==> src/rtl/cplx_convcor_pkg.sv <==
// Shared types and helpers for the complex convolution/correlation engine.
// Mode codes, FSM states, output width rule and {re, im} pack/unpack.
package cplx_convcor_pkg;

  localparam logic MODE_CONV = 1'b0;
  localparam logic MODE_CORR = 1'b1;

  typedef enum logic [1:0] {
    IDLE,
    LOAD,
    CALC
  } state_t;

  // Widest single component the pack/unpack helpers handle.
  localparam int MAXW = 32;

  function automatic int out_width(input int dw, input int n);
    return 2 * dw + 1 + $clog2(n);
  endfunction

  // Sign-extended real part of a {re, im} word of w-bit components.
  function automatic logic signed [MAXW-1:0] cplx_re(
    input logic [2*MAXW-1:0] v,
    input int                w
  );
    logic signed [2*MAXW-1:0] t;
    t = signed'(v << (2 * MAXW - 2 * w));
    return MAXW'(t >>> (2 * MAXW - w));
  endfunction

  // Sign-extended imaginary part of a {re, im} word.
  function automatic logic signed [MAXW-1:0] cplx_im(
    input logic [2*MAXW-1:0] v,
    input int                w
  );
    logic signed [2*MAXW-1:0] t;
    t = signed'(v << (2 * MAXW - w));
    return MAXW'(t >>> (2 * MAXW - w));
  endfunction

  // Packs the low w bits of re and im as {re, im}.
  function automatic logic [2*MAXW-1:0] cplx_pack(
    input logic signed [MAXW-1:0] re,
    input logic signed [MAXW-1:0] im,
    input int                     w
  );
    logic [2*MAXW-1:0] m;
    m = {(2 * MAXW){1'b1}} >> (2 * MAXW - w);
    return ((((2 * MAXW)'(re)) & m) << w) |
           (((2 * MAXW)'(im)) & m);
  endfunction

endpackage

==> src/rtl/cplx_convcor_n_mac.sv <==
// Time-shared complex MAC: one product per cycle, optional conj(b), gated term.
// Ports: clk, i_rst, i_en, i_last (clear after add), i_conj, i_gate, i_a, i_b, o_sum.
module cplx_mac
  import cplx_convcor_pkg::*;
#(
  parameter int DW = 8,
  parameter int OW = 19
) (
  input  logic            clk,
  input  logic            i_rst,
  input  logic            i_en,
  input  logic            i_last,
  input  logic            i_conj,
  input  logic            i_gate,
  input  logic [2*DW-1:0] i_a,
  input  logic [2*DW-1:0] i_b,
  output logic [2*OW-1:0] o_sum
);

  logic signed [DW-1:0]   w_ar, w_ai, w_br, w_bi;
  logic signed [2*DW-1:0] w_rr, w_ii, w_ri, w_ir;
  logic signed [OW-1:0]   w_tre, w_tim;
  logic signed [OW-1:0]   w_sre, w_sim;
  logic signed [OW-1:0]   r_acc_re, r_acc_im;

  assign w_ar = DW'(cplx_re((2 * MAXW)'(i_a), DW));
  assign w_ai = DW'(cplx_im((2 * MAXW)'(i_a), DW));
  assign w_br = DW'(cplx_re((2 * MAXW)'(i_b), DW));
  assign w_bi = DW'(cplx_im((2 * MAXW)'(i_b), DW));

  assign w_rr = (2 * DW)'(w_ar) * (2 * DW)'(w_br);
  assign w_ii = (2 * DW)'(w_ai) * (2 * DW)'(w_bi);
  assign w_ri = (2 * DW)'(w_ar) * (2 * DW)'(w_bi);
  assign w_ir = (2 * DW)'(w_ai) * (2 * DW)'(w_br);

  // Conjugation folds into the signs of the bi products, so -bi
  // never has to be formed at DW bits (where -(-2^(DW-1)) overflows).
  always_comb begin
    w_tre = '0;
    w_tim = '0;
    if (i_gate) begin
      if (i_conj) begin
        w_tre = OW'(w_rr) + OW'(w_ii);
        w_tim = OW'(w_ir) - OW'(w_ri);
      end else begin
        w_tre = OW'(w_rr) - OW'(w_ii);
        w_tim = OW'(w_ri) + OW'(w_ir);
      end
    end
  end

  assign w_sre = r_acc_re + w_tre;
  assign w_sim = r_acc_im + w_tim;

  always_ff @(posedge clk) begin
    if (i_rst || (i_en && i_last)) begin
      r_acc_re <= '0;
      r_acc_im <= '0;
    end else if (i_en) begin
      r_acc_re <= w_sre;
      r_acc_im <= w_sim;
    end
  end

  assign o_sum = (2 * OW)'(cplx_pack(MAXW'(w_sre), MAXW'(w_sim), OW));

endmodule

==> src/rtl/cplx_convcor_n.sv <==
// Complex convolution / full-lag cross-correlation over two N-sample sequences.
// Ports: clk, rst_n (sync, active-high), in_valid/in_a/in_b/in_mode/in_ready, out_valid/out.
module cplx_convcor_n
  import cplx_convcor_pkg::*;
#(
  parameter int N  = 3,
  parameter int DW = 8,
  parameter int OW = out_width(DW, N)
) (
  input  logic            clk,
  input  logic            rst_n,
  input  logic            in_valid,
  input  logic [2*DW-1:0] in_a,
  input  logic [2*DW-1:0] in_b,
  input  logic            in_mode,
  output logic            in_ready,
  output logic            out_valid,
  output logic [2*OW-1:0] out
);

  localparam int CW = $clog2(2 * N);
  localparam logic [CW-1:0] K_LAST = CW'(N - 1);
  localparam logic [CW-1:0] N_LAST = CW'(2 * N - 2);
  localparam logic signed [CW+1:0] S_NM1 = (CW + 2)'(N - 1);
  localparam logic signed [CW+1:0] S_N = (CW + 2)'(N);

  state_t          r_state;
  logic [CW-1:0]   r_cnt, r_n, r_k;
  logic            r_mode;
  logic            r_vld;
  logic [2*OW-1:0] r_out;
  logic [2*DW-1:0] r_a [N];
  logic [2*DW-1:0] r_b [N];

  logic signed [CW+1:0] w_n, w_k, w_ia, w_ib;
  logic                 w_gate, w_calc, w_last_k, w_beat;
  logic [2*DW-1:0]      w_sa, w_sb;
  logic [2*OW-1:0]      w_sum;

  assign w_calc   = (r_state == CALC);
  assign w_last_k = (r_k == K_LAST);
  assign w_beat   = in_valid && !w_calc;
  assign w_n      = signed'({2'b00, r_n});
  assign w_k      = signed'({2'b00, r_k});

  // Correlation uses a[k+l] with l = n-(N-1); out-of-range pairs gate to 0.
  always_comb begin
    w_ia = w_k;
    w_ib = w_n - w_k;
    if (r_mode != MODE_CONV) begin
      w_ia = w_n + w_k - S_NM1;
      w_ib = w_k;
    end
  end

  assign w_gate = !w_ia[CW+1] && (w_ia < S_N) &&
                  !w_ib[CW+1] && (w_ib < S_N);

  always_comb begin
    w_sa = '0;
    w_sb = '0;
    for (int i = 0; i < N; i++) begin
      if (w_ia == (CW + 2)'(i)) w_sa = r_a[i];
      if (w_ib == (CW + 2)'(i)) w_sb = r_b[i];
    end
  end

  cplx_mac #(
    .DW(DW),
    .OW(OW)
  ) u_mac (
    .clk   (clk),
    .i_rst (rst_n),
    .i_en  (w_calc),
    .i_last(w_last_k),
    .i_conj(r_mode == MODE_CORR),
    .i_gate(w_gate),
    .i_a   (w_sa),
    .i_b   (w_sb),
    .o_sum (w_sum)
  );

  always_ff @(posedge clk) begin
    for (int i = 0; i < N; i++) begin
      if (w_beat && (r_cnt == CW'(i))) begin
        r_a[i] <= in_a;
        r_b[i] <= in_b;
      end
    end
  end

  always_ff @(posedge clk) begin
    if (rst_n) begin
      r_state <= IDLE;
      r_cnt   <= '0;
      r_n     <= '0;
      r_k     <= '0;
      r_mode  <= MODE_CONV;
      r_vld   <= 1'b0;
      r_out   <= '0;
    end else begin
      r_vld <= 1'b0;
      r_out <= '0;
      unique case (r_state)
        IDLE, LOAD: begin
          if (in_valid) begin
            if (r_state == IDLE) r_mode <= in_mode;
            if (r_cnt == K_LAST) begin
              r_cnt   <= '0;
              r_state <= CALC;
            end else begin
              r_cnt   <= r_cnt + CW'(1);
              r_state <= LOAD;
            end
          end
        end
        CALC: begin
          if (w_last_k) begin
            r_k   <= '0;
            r_vld <= 1'b1;
            r_out <= w_sum;
            if (r_n == N_LAST) begin
              r_n     <= '0;
              r_state <= IDLE;
            end else begin
              r_n <= r_n + CW'(1);
            end
          end else begin
            r_k <= r_k + CW'(1);
          end
        end
        default: r_state <= IDLE;
      endcase
    end
  end

  assign in_ready  = !w_calc;
  assign out_valid = r_vld;
  assign out       = r_out;

endmodule

==> config.mk <==
export PLATFORM = sky130hd
export DESIGN_NAME = cplx_convcor_n
export DESIGN_NICKNAME = d
export VERILOG_FILES = /design/src/rtl/cplx_convcor_pkg.sv /design/src/rtl/cplx_convcor_n_mac.sv /design/src/rtl/cplx_convcor_n.sv
export SDC_FILE = /design/constraint.sdc
export NUM_CORES = 1
export LEC_CHECK = 0
export ABC_AREA = 1
export CORE_UTILIZATION = 45
export DETAILED_ROUTE_END_ITERATION = 8
export GPL_ROUTABILITY_DRIVEN = 0
export PLACE_DENSITY = 0.61
export SLEW_MARGIN = 20
export SYNTH_ARGS = -nofsm -noshare
export SYNTH_HDL_FRONTEND = slang
export SYNTH_SLANG_ARGS = --single-unit
==> constraint.sdc <==
create_clock -name clk -period 9.8 [get_ports clk]
set_clock_uncertainty 0.2 [all_clocks]
set_input_delay 2.45 -clock clk [delete_from_list [all_inputs] [get_ports clk]]
set_output_delay 2.45 -clock clk [all_outputs]
set_load 0.005 [all_outputs]
==> flow_summary.yaml <==
synth:
  syn_nets: 3111
  synth_area_sq_um: 21000
  synthArstFlopShare: 0
  synth_cells: 2655
  yosys_warnings: 0
  ys_ff_latch: 185
  synth_edf_count: 96
  yosys_most_used_dff: "edfxtp_1"
  syn-mean-instance-area_sq_um: 7.91
  synth_seq_area_share: 0.222
  yosysUniqueCellTypes: 54
floorplan:
  row_count: 78
  io_pins: 76
  die_x_um: 218
  start_util: 0.460
  die_y_um: 218
  die_area_sq_um: 47500
  core_sq_um: 45700
layout:
  n_antenna_cell: 0
  multi_input_area_sq_um: 14900
  area_growth_pct: 26.9
  final_common_cell: "inv_1"
  drive_gt1_frac: 0.221
  num-fill-cells: 4094
  final_cell_mix: "inv_1, nand2_1, buf_4"
  seqCellArea_sq_um: 4670
  nets: 3488
  fin_util: 0.584
worst_setup_path:
  r2r_slack_ns: 0.34
  worstPathRequired_ns: 9.98
  r2r-end: "u_mac.r_acc_im[17]"
  critPathKind: "flop to flop"
  reg2reg_depth: 57
  cp.arrival_ns: 9.64
  r2r-start: "r_k[2]"
  path_common_cell: "inv_2"
  crit_path_max_incr_delay_ns: 0.56
  critPathSlowestCell: "fa_1"
  startpoint_type: "flop"
  crit_path_max_fanout: 7
  crit_path_end_kind: "flop"
route:
  drt_iter0_markers: 936
  vias_per_cell: 5.03
  route.vias.total: 18300
  post_drt_wl_per_cell_um: 15.4
  drc: 0
  wl_mm: 56.0
  drt_pre_antenna_iters: 5
  postRouteAntennaNets: 0
global_route:
  grt_pass1_wl_mm: 90.2
  grtUsageTotal: 0.241
  antenna_found_initial: 0
  globalRouteOverflowTotal: 0
  grt_pass1_vias: 18500
  grt_start_max_net_pins: 69
cts:
  clk_path_buf_depth: 2
  cts_tree: "built"
  htreeDepth: 4
  cts_buffers: 17
  insertion_delay_ns: 0.50
  cts_root_buffer: "clkbuf_16"
  cts_hold_buf: 0
  cts_num_sinks: 185
  clk_pin_slew_worst_paths_ns: 0.08
status:
  status: "finished clean"
flow_run:
  cap_violations: 0
placed_design:
  post-dp-hpwl_mm: 45.1
  port_buffers: 75
timing:
  max_clock_freq_ghz: 0.106
  hold_violations: 0
  drv_slew: 0
  worstMarginPinSlew_ns: 0.981
  max_slew_margin: 0.342
  fin_crit_ns: 9.46
  grt_setup_unrepaired: "true"
  min_period_over_period: 0.965
  setup_viol: 0
hold_path:
  holdPathEnd: "u_mac.r_acc_im[0]"
  hp-start: "u_mac.r_acc_im[0]"
  worstHoldPathCells: 2
  hold_class: "flop to flop"
[per-layer routing]
metal  wire (um)  vias up  track usage  part of all wire
met4        1970        0        0.109             0.035
met2       27300      477        0.406              0.49
met3        2570      125       0.0367             0.046
li1            -     9031            -                 -
met5           0        -            0                 0
met1       24200     8712        0.304              0.43
[synthesized netlist by cell type, types with 4 or more instances]
library cell	instances	area, sq um
nor2_2	4	25.0
a21o_1	6	45.0
nand4_1	19	119
o21a_1	4	30.0
o21ai_0	93	465
clkbuf_1	24	90.1
o31ai_1	4	30.0
buf_2	24	120
inv_1	593	2230
o2111ai_1	5	43.8
nand3b_1	4	30.0
nand2_2	4	25.0
a21oi_1	132	661
nand3_1	80	400
nor2_1	298	1120
a221o_1	15	150
nor2_4	4	45.0
nand2_1	471	1770
fa_1	225	4500
o211ai_1	30	225
a31oi_1	6	37.5
nand3_2	4	40.0
xor2_1	71	622
nor4_1	6	37.5
xnor2_1	42	368
o21ai_1	25	125
edfxtp_1	96	2880
inv_2	23	86.3
o21bai_1	5	37.5
dfxtp_1	89	1780
ha_1	195	2440
o21ai_2	15	131
nor3_1	15	75.1
[how the worst max path moves through the flow]
stage                              end  slack [ns]  cells past startpoint   start
finish              u_mac.r_acc_im[17]        0.34                     57  r_k[2]
global route        u_mac.r_acc_re[18]       -0.19                     58  r_n[0]
CTS                 u_mac.r_acc_im[17]      0.0002                     55  r_n[2]
detailed placement  u_mac.r_acc_im[17]       -0.36                     57  r_n[2]
global placement    u_mac.r_acc_im[17]       -0.21                     55  r_n[2]
floorplan           u_mac.r_acc_im[18]        0.46                     55  r_k[2]
[cell type report]
class,count,share of cell area
Clock inverter,14,0.00629
Timing Repair Buffer,410,0.126
Multi-Input combinational cell,1800,0.559
Inverter,617,0.0881
Tap cell,600,0.0282
Sequential cell,185,0.175
Clock buffer,18,0.0169
Timing Repair inverter,1,0.000235
[flip-flops by register name, summed over array words and instances (netlist names), 2 cells and up]
register        flops
r_a                48
r_b                48
out                38
u_mac.r_acc_im     19
u_mac.r_acc_re     19
r_cnt               3
r_k                 3
r_n                 3
r_state             2
[kinds of logic after synthesis]
| kind of cell | count (synthesis) | share of synthesized area |
|---|---|---|
| AND/OR/NAND/NOR | 917 | 0.179 |
| buffers and inverters | 670 | 0.122 |
| adder cells (fa/ha/maj) | 420 | 0.331 |
| AO/OA/AOI/OAI | 350 | 0.0992 |
| flip-flops | 185 | 0.222 |
| XOR/XNOR | 113 | 0.0471 |
[stage by stage]
step                      setup TNS (ns)  hold slack [ns]  cells  worst slack (ns)  area [sq um]
after floorplan                        0            0.245   2655             0.456         21000
after global placement            -0.607            0.255   3531            -0.211         24200
after detailed placement           -1.57            0.272   3531            -0.365         24200
after CTS                              0            0.283   3564          0.000206         24900
after global routing               -1.21            0.291   3645            -0.192         26700
final                                  0            0.280   3645             0.342         26700
[what timing repair did]
item,CTS,global route
setup endpoints to repair,10,24
resized for setup,16,316
buffers inserted,1,81
gates cloned,0,2
pin swaps,2,98
[worst max-delay path: cells and delay by family, from the launching register on]
kind | cells | cell delay (ns)
adder cells (fa/ha/maj) | 9 | 3.43
AND/OR/NAND/NOR | 23 | 2.51
buffers and inverters | 14 | 1.25
AO/OA/AOI/OAI | 9 | 1.23
XOR/XNOR | 2 | 0.37
flip-flops | 1 | 0.34
Power is not shown: default switching activity piles up to over one toggle a cycle in this logic, so the estimate is an artifact.
